==> config.mk <==
export PLATFORM = sky130hd
export DESIGN_NAME = uart_rx_buffered
export DESIGN_NICKNAME = d
export VERILOG_FILES = /design/src/rtl/uart_pkg.sv /design/src/rtl/uart_rx_fifo.sv /design/src/rtl/uart_rx_buffered.sv
export SDC_FILE = /design/constraint.sdc
export NUM_CORES = 1
export LEC_CHECK = 0
export ABC_AREA = 1
export CAP_MARGIN = 5
export CORE_UTILIZATION = 31
export DETAILED_ROUTE_END_ITERATION = 8
export GPL_TIMING_DRIVEN = 0
export PLACE_DENSITY = 0.55
export SLEW_MARGIN = 15
export SYNTH_ARGS = -nofsm -noshare
export SYNTH_HDL_FRONTEND = slang
export SYNTH_SLANG_ARGS = --single-unit
export TNS_END_PERCENT = 30
==> constraint.sdc <==
create_clock -name Clock -period 3.4 [get_ports Clock]
set_input_delay 0.68 -clock Clock [delete_from_list [all_inputs] [get_ports Clock]]
set_output_delay 0.68 -clock Clock [all_outputs]
set_load 0.01 [all_outputs]
==> src/rtl/uart_pkg.sv <==
// Shared constants, RX state encoding and elaboration helpers for the UART blocks.
package uart_pkg;

    localparam int PAR_NONE = 0;
    localparam int PAR_EVEN = 1;
    localparam int PAR_ODD  = 2;

    typedef enum logic [2:0] {
        RX_IDLE,
        RX_START,
        RX_DATA,
        RX_PARITY,
        RX_STOP
    } rx_state_t;

    function automatic int clog2(input int value);
        int result;
        int rem;
        result = 0;
        rem    = value - 1;
        while (rem > 0) begin
            result = result + 1;
            rem    = rem >> 1;
        end
        return result;
    endfunction

    function automatic int calc_divisor(input int clock_freq, input int baud, input int oversample);
        return clock_freq / (baud * oversample);
    endfunction

endpackage

==> src/rtl/uart_rx_fifo.sv <==
// First-word fall-through FIFO with wrap-bit pointers; a push while full is dropped
// unless a pop frees the slot in the same cycle.
module uart_rx_fifo
    import uart_pkg::*;
#(
    parameter int EntryWidth = 10,
    parameter int Depth      = 16
) (
    input  logic                  sys_clk_p,
    input  logic                  rst_n,
    input  logic                  clear,
    input  logic                  push,
    input  logic [EntryWidth-1:0] wr_data,
    input  logic                  pop,
    output logic [EntryWidth-1:0] rd_data,
    output logic                  full,
    output logic                  empty,
    output logic                  drop
);

    localparam int AddrW = clog2(Depth);

    logic [EntryWidth-1:0] mem [Depth];
    logic [AddrW:0]        wr_ptr;
    logic [AddrW:0]        rd_ptr;
    logic                  do_push;
    logic                  do_pop;

    assign empty   = (wr_ptr == rd_ptr);
    assign full    = (wr_ptr[AddrW] != rd_ptr[AddrW]) && (wr_ptr[AddrW-1:0] == rd_ptr[AddrW-1:0]);
    assign do_pop  = pop && !empty;
    assign do_push = push && (!full || do_pop);
    assign drop    = push && full && !do_pop;

    // Head entry is forced to zero while empty so the outputs read 0 out of reset.
    assign rd_data = empty ? '0 : mem[rd_ptr[AddrW-1:0]];

    always_ff @(posedge sys_clk_p or negedge rst_n) begin
        if (!rst_n) begin
            wr_ptr <= '0;
            rd_ptr <= '0;
        end else if (clear) begin
            wr_ptr <= '0;
            rd_ptr <= '0;
        end else begin
            if (do_push) wr_ptr <= wr_ptr + 1'b1;
            if (do_pop)  rd_ptr <= rd_ptr + 1'b1;
        end
    end

    always_ff @(posedge sys_clk_p) begin
        if (do_push && !clear) mem[wr_ptr[AddrW-1:0]] <= wr_data;
    end

endmodule

==> src/rtl/uart_rx_buffered.sv <==
// Oversampling UART receiver with configurable framing, feeding decoded characters
// and their error flags into a FWFT FIFO, with a saturating overflow counter.
module uart_rx_buffered
    import uart_pkg::*;
#(
    parameter int ClockFreq  = 100_000_000,
    parameter int Baud       = 9600,
    parameter int Oversample = 16,
    parameter int Width      = 8,
    parameter int ParityMode = 0,
    parameter int StopBits   = 1,
    parameter int Depth      = 16,
    parameter int CntWidth   = 16
) (
    input  logic                Clock,
    input  logic                Reset_n,
    input  logic                SIn,
    output logic [Width-1:0]    DataOut,
    output logic                ParityErr,
    output logic                FrameErr,
    output logic                DataOutValid,
    input  logic                DataOutReady,
    output logic                Busy,
    output logic [CntWidth-1:0] OverflowCount,
    input  logic                Clear
);

    localparam int Divisor = calc_divisor(ClockFreq, Baud, Oversample);
    localparam int DivW    = clog2(Divisor) + 1;
    localparam int OsW     = clog2(Oversample) + 1;

    localparam logic [DivW-1:0] DivLast  = DivW'(Divisor - 1);
    localparam logic [OsW-1:0]  HalfLast = OsW'(Oversample / 2 - 1);
    localparam logic [OsW-1:0]  FullLast = OsW'(Oversample - 1);
    localparam logic [3:0]      DataLast = 4'(Width - 1);
    localparam logic [3:0]      StopLast = 4'(StopBits - 1);

    if (Divisor < 1) begin : g_bad_divisor
        $error("uart_rx_buffered: ClockFreq too low for Baud*Oversample");
    end

    rx_state_t         state;
    rx_state_t         next_state;
    logic              sin_meta;
    logic              sin_sync;
    logic              sin_prev;
    logic              fall;
    logic [DivW-1:0]   tick_cnt;
    logic              tick;
    logic [OsW-1:0]    os_cnt;
    logic              bit_done;
    logic [3:0]        bit_cnt;
    logic [Width-1:0]  shift;
    logic              par_err;
    logic              frm_err;
    logic              armed;
    logic              enter_start;
    logic              push;
    logic              fifo_full;
    logic              fifo_empty;
    logic              fifo_drop;

    assign fall     = sin_prev && !sin_sync;
    assign tick     = (tick_cnt == DivLast);
    assign bit_done = (state != RX_IDLE) && tick &&
                      (os_cnt == ((state == RX_START) ? HalfLast : FullLast));
    assign Busy     = (state != RX_IDLE);

    always_ff @(posedge Clock or negedge Reset_n) begin
        if (!Reset_n) begin
            sin_meta <= 1'b1;
            sin_sync <= 1'b1;
            sin_prev <= 1'b1;
        end else begin
            sin_meta <= SIn;
            sin_sync <= sin_meta;
            sin_prev <= sin_sync;
        end
    end

    always_ff @(posedge Clock or negedge Reset_n) begin
        if (!Reset_n) state <= RX_IDLE;
        else          state <= next_state;
    end

    always_comb begin
        next_state  = state;
        enter_start = 1'b0;
        push        = 1'b0;
        case (state)
            RX_IDLE: begin
                if (fall && armed) begin
                    next_state  = RX_START;
                    enter_start = 1'b1;
                end
            end
            RX_START: begin
                if (bit_done) next_state = sin_sync ? RX_IDLE : RX_DATA;
            end
            RX_DATA: begin
                if (bit_done && bit_cnt == DataLast)
                    next_state = (ParityMode != PAR_NONE) ? RX_PARITY : RX_STOP;
            end
            RX_PARITY: begin
                if (bit_done) next_state = RX_STOP;
            end
            RX_STOP: begin
                if (bit_done && bit_cnt == StopLast) begin
                    next_state = RX_IDLE;
                    push       = 1'b1;
                end
            end
            default: next_state = RX_IDLE;
        endcase
    end

    // A frame that ends with the line low (break) disarms start detection until it idles high.
    always_ff @(posedge Clock or negedge Reset_n) begin
        if (!Reset_n) begin
            tick_cnt <= '0;
            os_cnt   <= '0;
            bit_cnt  <= '0;
            shift    <= '0;
            par_err  <= 1'b0;
            frm_err  <= 1'b0;
            armed    <= 1'b1;
        end else begin
            if (enter_start || tick) tick_cnt <= '0;
            else                     tick_cnt <= tick_cnt + 1'b1;

            if (enter_start || bit_done)    os_cnt <= '0;
            else if (tick && state != RX_IDLE) os_cnt <= os_cnt + 1'b1;

            if (next_state != state) bit_cnt <= '0;
            else if (bit_done)       bit_cnt <= bit_cnt + 1'b1;

            if (enter_start) begin
                par_err <= 1'b0;
                frm_err <= 1'b0;
            end
            if (state == RX_DATA && bit_done)
                shift <= {sin_sync, shift[Width-1:1]};
            if (state == RX_PARITY && bit_done)
                par_err <= ((^shift) ^ sin_sync) != (ParityMode == PAR_ODD);
            if (state == RX_STOP && bit_done && !sin_sync)
                frm_err <= 1'b1;

            if (push)                            armed <= sin_sync;
            else if (state == RX_IDLE && sin_sync) armed <= 1'b1;
        end
    end

    uart_rx_fifo #(
        .EntryWidth(Width + 2),
        .Depth     (Depth)
    ) u_fifo (
        .sys_clk_p(Clock),
        .rst_n    (Reset_n),
        .clear    (Clear),
        .push     (push),
        .wr_data  ({par_err, frm_err || !sin_sync, shift}),
        .pop      (DataOutReady),
        .rd_data  ({ParityErr, FrameErr, DataOut}),
        .full     (fifo_full),
        .empty    (fifo_empty),
        .drop     (fifo_drop)
    );

    assign DataOutValid = !fifo_empty;

    always_ff @(posedge Clock or negedge Reset_n) begin
        if (!Reset_n)                                    OverflowCount <= '0;
        else if (Clear)                                  OverflowCount <= '0;
        else if (fifo_drop && fifo_full && OverflowCount != '1) OverflowCount <= OverflowCount + 1'b1;
    end

endmodule

# Yosys cells after proc, flatten, opt, wreduce, memory -nomap -nowiden
# Memories as Yosys holds them, arrays and structs flattened.
# Index checks and enable logic that the tools add are counted.
# Widths: inputs -> output; s select.
[word_totals]
register_bits = 63
mem_bits_rw = 160
inputBits = 5
output_inout_bits = 28
elab_cells = 105
mem_count = 1
[mem_list]
columns = ["name", "words", "width", "read_ports", "rd_ports_with_merged_regs", "write_ports", "line_no", "text"]
rows = [
  ["u_fifo.mem", 16, 10, 1, 0, 1, "uart_rx_fifo.sv:23", "logic [EntryWidth-1:0] mem [Depth];"],
]
[classes]
n_addsub = 6
n_eq_ne = 12
muxes = 31
n_bitwise = 1
reduce_logical = 40
[op_table]
columns = ["op", "count"]
rows = [
  ["$mux 16", 2],
  ["$mux 5", 6],
  ["$logic_and 1x1->1", 19],
  ["$add 16x1->16 const B", 1],
  ["$ne 16x16->1 const B", 1],
  ["$reduce_bool 2->1", 8],
  ["$add 5x1->5 const B", 3],
  ["$mux 3", 5],
  ["$pmux 3 s5", 1],
  ["$mux 4", 3],
  ["$add 11x1->11 const B", 1],
  ["$eq 11x10->1 const B", 1],
  ["$mux 1", 11],
  ["$mux 11", 1],
  ["$mux 10", 1],
  ["$reduce_xor 8->1", 1],
  ["$eq 3x2->1 const B", 2],
  ["$eq 5x4->1", 1],
  ["$eq 5x5->1", 1],
  ["$logic_not 1->1", 5],
  ["$add 4x1->4 const B", 1],
  ["$eq 4x3->1 const B", 1],
  ["$eq 4x4->1", 1],
  ["$logic_not 4->1", 1],
  ["9 further kinds", 12],
]

# Longest topological paths before layout
[logic_depth]
word_depth = 13
mapped_depth = 15
mapped_depth_nobuf = 14

# Hierarchy
# Synthesis repeated with hierarchy kept, for this count alone.
[hier_totals]
cells_unflattened = 1012
area_unflattened_um2 = 10110.9
[modules_own_cells]
columns = ["mod", "instances", "cells_each", "area_per_inst_um2", "seq_area_each_um2"]
rows = [
  ["uart_rx_fifo", 1, 671, 7287.0, 5054.8],
  ["uart_rx_buffered", 1, 341, 2824.0, 1331.3],
]

# Least setup slack after synthesis
# No wires, ideal clock.
[synth_timing]
kind = "reg-to-reg"
startpoint = "register tick_cnt[0]"
endpoint = "memory u_fifo.mem[11][0], enable pin"
setup_time_ns = 0.376
arrival_time_ns = 2.106
t_required_ns = 3.024
path_slack_ns = 0.918
path_stages_with_launch = 13
path_buffers = 0
synth_period_minus_slack_ns = 2.482
cell_sequence = "dfrtp_1 inv_1 ha_1 inv_1 nor2_1 nand3_2 nor2_8 nand3_1 nor2_2 nand2_4 inv_2 nand3_1 nor2_1"
[synth_between]
elab_chain_len = 10
[synth_lines]
columns = ["item", "line_no", "text"]
rows = [
  ["start: declaration", "uart_rx_buffered.sv:48", "logic [DivW-1:0] tick_cnt;"],
  ["start signal: assignment", "uart_rx_buffered.sv:129", "else tick_cnt <= tick_cnt + 1'b1;"],
  ["$eq 11x10->1", "uart_rx_buffered.sv:64", "assign tick = (tick_cnt == DivLast);"],
  ["$logic_and 1x1->1 (2 in series)", "uart_rx_buffered.sv:65", "assign bit_done = (state != RX_IDLE) && tick &&"],
  ["$logic_and 1x1->1", "uart_rx_buffered.sv:108", "if (bit_done && bit_cnt == StopLast) begin"],
  ["$mux 1", "uart_rx_buffered.sv:108", ""],
  ["$mux 1", "uart_rx_buffered.sv:90", "case (state)"],
  ["$logic_and 1x1->1", "uart_rx_fifo.sv:32", "assign do_push = push && (!full || do_pop);"],
  ["$logic_and 1x1->1", "uart_rx_fifo.sv:52", "if (do_push && !clear) mem[wr_ptr[AddrW-1:0]] <= wr_data;"],
  ["$mux 1", "uart_rx_fifo.sv:52", ""],
  ["$mux 1 (implied by the code)", "uart_rx_fifo.sv:52", ""],
  ["end: declaration", "uart_rx_fifo.sv:23", ""],
]
# Every way passes these cells.

# Final worst setup path
[layout_timing]
startpoint = "register u_fifo.rd_ptr[0]"
endpoint = "output DataOut[6]"
[layout_between]
elab_chain_len = 2
word_cells_on_any_way = 3
classes_between = "eq/ne: 1; mux: 1; memory: 1"
[layout_lines]
columns = ["item", "line_no", "text"]
rows = [
  ["start: declaration", "uart_rx_fifo.sv:25", "logic [AddrW:0] rd_ptr;"],
  ["start signal: assignment", "uart_rx_fifo.sv:47", "if (do_pop) rd_ptr <= rd_ptr + 1'b1;"],
  ["$mem_v2 16x10 or $eq 5x5->1 (tied branches)", "-", ""],
  ["$mux 10 (*)", "uart_rx_fifo.sv:36", "assign rd_data = empty ? '0 : mem[rd_ptr[AddrW-1:0]];"],
  ["end: declaration", "uart_rx_buffered.sv:18", "output logic [Width-1:0] DataOut,"],
]
# Mark *: on every way between the ends. The rest lies on a longest branch, timed or not.

==> results.ini <==
[timing]
max_slew_margin_pct=29.3
setup_tns_ns=0
rsz0062_at_grt=false
max_freq_mhz=301
finalSetupViolations=0
whs_ns=0.0666
hold_viol_final=0
maxSlewViolCount=0
skew_ns=0.0352
finalCritPeriodShare_pct=97.8
fin_crit_ns=3.33
worstMarginPinSlew_ns=1.06

[worst_setup_path]
critPathMaxFanout=10
cp.required_ns=2.72
critical_path_class=reg2out
cp-end-kind=primary output
reg2regPathDepth=12
start_kind=flop
arrival_ns=2.65

[final_layout]
layout.nets=996
drive_gt1_share_pct=12.9
final_util_pct=37.5
final_common_cell=nor2_1
antennaDiodeCount=0
nFillCells=3127
final_cell_count_no_fill=1400
syn2layout_area_growth_pct=18.2
layout_common_cells=nor2_1 (166), edfxtp_1 (160), nand2_1 (115)
stdcell_area_sq_um=11900

[placed_design]
dpl.cell_count=1356
io_buffers=31
hpwl_mm=16.2
gp_congestion=0.870
placed_area_sq_um=10900

[min_path]
hold_path_class=in2async

[yosys]
synth_xor_area_share_pct=2.44
synth-seq-cells=223
ys_types=45
synthAdderAreaFrac_pct=1.37
yosysWarnings=0
yosys.area_share.simple_pct=18.2
synthMuxAreaShare_pct=1.51
synth_edf_count=160
synth_ff_type=edfxtp_1
synth_top_family_by_area=simple AND/OR/NAND/NOR gates
synthesis.nets=938
synth_area_per_cell_sq_um=10.9
async_flop_share_pct=28.3
ys_seq_area_share_pct=63.5
syn_inst=922
synth_compound_area_share_pct=8.48
syn_area_sq_um=10100

[pwr]
p_int_mw=4.67
power_frac_comb_pct=3.6
power_switching_mw=1.26
ir_drop_uv=321
leakage_nw=4.92
pwr-share-seq_pct=50.4
p_sw_share_pct=21.2
pwr-share-clk_pct=46.0
power-per-cell-area_nw_per_um2=499

[global_route]
grt-ovfl-total=0
use_met1_pct=20.2
antenna_found_initial=0
grt_max_degree=42
use_met3_pct=2.24
busiest_layer=met2
use_met2_pct=25.1
grt_pass1_vias=6745
grtUsageTotal_pct=15.1
grt_pass1_wl_mm=38.7

[clocking]
cts_made_buffers=24
cts_buffer_depth=3
cts_root_buf=clkbuf_16
worst_skew_pair.late_latency_ns=0.53
clock_sinks=223
htree_levels=1
cts_tree=done
clk_pin_slew_worst_paths_ns=0.07
cts_setup_buffers=0

[floorplan]
start_util_pct=31.7
die_w_microns=182
coreArea_sq_um=31700
die_h_microns=182
io_pins=33
die_area_sq_um=33200
std_cell_rows=65

[job]
drv_cap=0

[drt]
ant_nets=0
vias=6932
drcViolationCount=0
drt_pre_antenna_iters=5
drt-total-wl_mm=24.8
drt-initial-drc-count=564
wire_per_inst_microns=17.7
detail_route.vias_per_cell=4.95

[run_status]
outcome=finished, final reports clean

cell type report:
class                   instances  area (sq um)  share of cell area, %
flip-flops and latches        223          6390                   53.7
multi-input cells             592          3320                   27.9
clock buffers                  31           647                   5.44
well taps                     402           503                   4.23
repair buffers                 32           330                   2.78
inverters                      70           275                   2.31
plain buffers                  37           250                   2.10
clock inverters                13           178                   1.49
critical path, cell delays in order (launching register included):
cell,delay [ns]
dfrtp_1,0.41
buf_4,0.20
inv_2,0.10
buf_6,0.16
buf_4,0.20
nor2_1,0.06
o32ai_1,0.25
nand2_1,0.12
a31oi_2,0.29
dlygate4sd2_1,0.31
cell families after synthesis:
family,count (synthesis)
adder cells (fa/ha/maj),11
AO/OA/AOI/OAI,136
multiplexers,15
buffers and inverters,107
XOR/XNOR,28
flip-flops,223
AND/OR/NAND/NOR,402
power by group through the flow:
| stage | registers [mW] | clock network (mW) | logic, mW |
|---|---|---|---|
| finish | 2.99 | 2.73 | 0.213 |
| global route | 3.00 | 2.90 | 0.248 |
| floorplan | 3.03 | 0 | 0.153 |
| detailed placement | 3.05 | 0 | 0.218 |
| CTS | 2.99 | 2.78 | 0.219 |
| global placement | 3.04 | 0 | 0.213 |
through the flow:
step	worst slack, ns	total power, mW
after floorplan	0.918	3.19
after global placement	-0.634	3.26
after detailed placement	-0.0707	3.26
after CTS	-0.160	5.99
after global routing	0.00843	6.14
final	0.0740	5.93
sequential cells by signal, indices dropped and copies added, names as in the netlist, 3 cells and up:
signal / flops
OverflowCount: 16
tick_cnt: 11
u_fifo.wr_ptr: 5
u_fifo.rd_ptr: 5
bit_cnt: 4
os_cnt: 5
state: 3
u_fifo.mem: 160
shift: 8
Yosys cell counts (all sizes together) (4+ instances only):
| cell type | n | area share, % |
|---|---|---|
| nor3 | 18 | 0.90 |
| nand4 | 14 | 0.93 |
| clkbuf | 18 | 0.67 |
| nor2 | 173 | 7.0 |
| o221ai | 14 | 1.2 |
| dfrtp | 59 | 15 |
| a21oi | 25 | 1.2 |
| xnor2 | 9 | 0.78 |
| o32ai | 23 | 2.0 |
| xor2 | 19 | 1.7 |
| dfstp | 4 | 1.0 |
| inv | 66 | 2.5 |
| o211ai | 7 | 0.52 |
| ha | 11 | 1.4 |
| o21ai | 60 | 3.0 |
| nand3 | 51 | 2.8 |
| nor3b | 7 | 0.52 |
| buf | 19 | 1.1 |
| mux2i | 14 | 1.4 |
| clkinv | 4 | 0.27 |
| nand2 | 136 | 5.9 |
| edfxtp | 160 | 48 |
path summary, 6_finish.rpt:
check | from | slack [ns] | end
worst max-delay path | u_fifo.rd_ptr[0] | 0.07 | DataOut[6]
min in group Clock | sin_meta | 0.36 | sin_sync
max in group asynchronous | Reset_n | 2.77 | sin_prev
worst min register to register | sin_meta | 0.36 | sin_sync
worst max register to register | tick_cnt[0] | 0.26 | u_fifo.mem[15][0]
worst min-delay path | Reset_n | 0.07 | tick_cnt[8]
layer usage:
metal / vias up / wire length [microns]
met5: - / 0
met1: 3354 / 11100
met3: 33 / 1320
met4: 0 / 650
met2: 210 / 11700
li1: 3335 / -
what timing repair did:
item,4_1_cts,5_1_grt
endpoints found under the setup margin,10,4
gates resized for setup,58,8
hold buffers,0,0
Note: power is estimated with default switching activity, not from simulation.
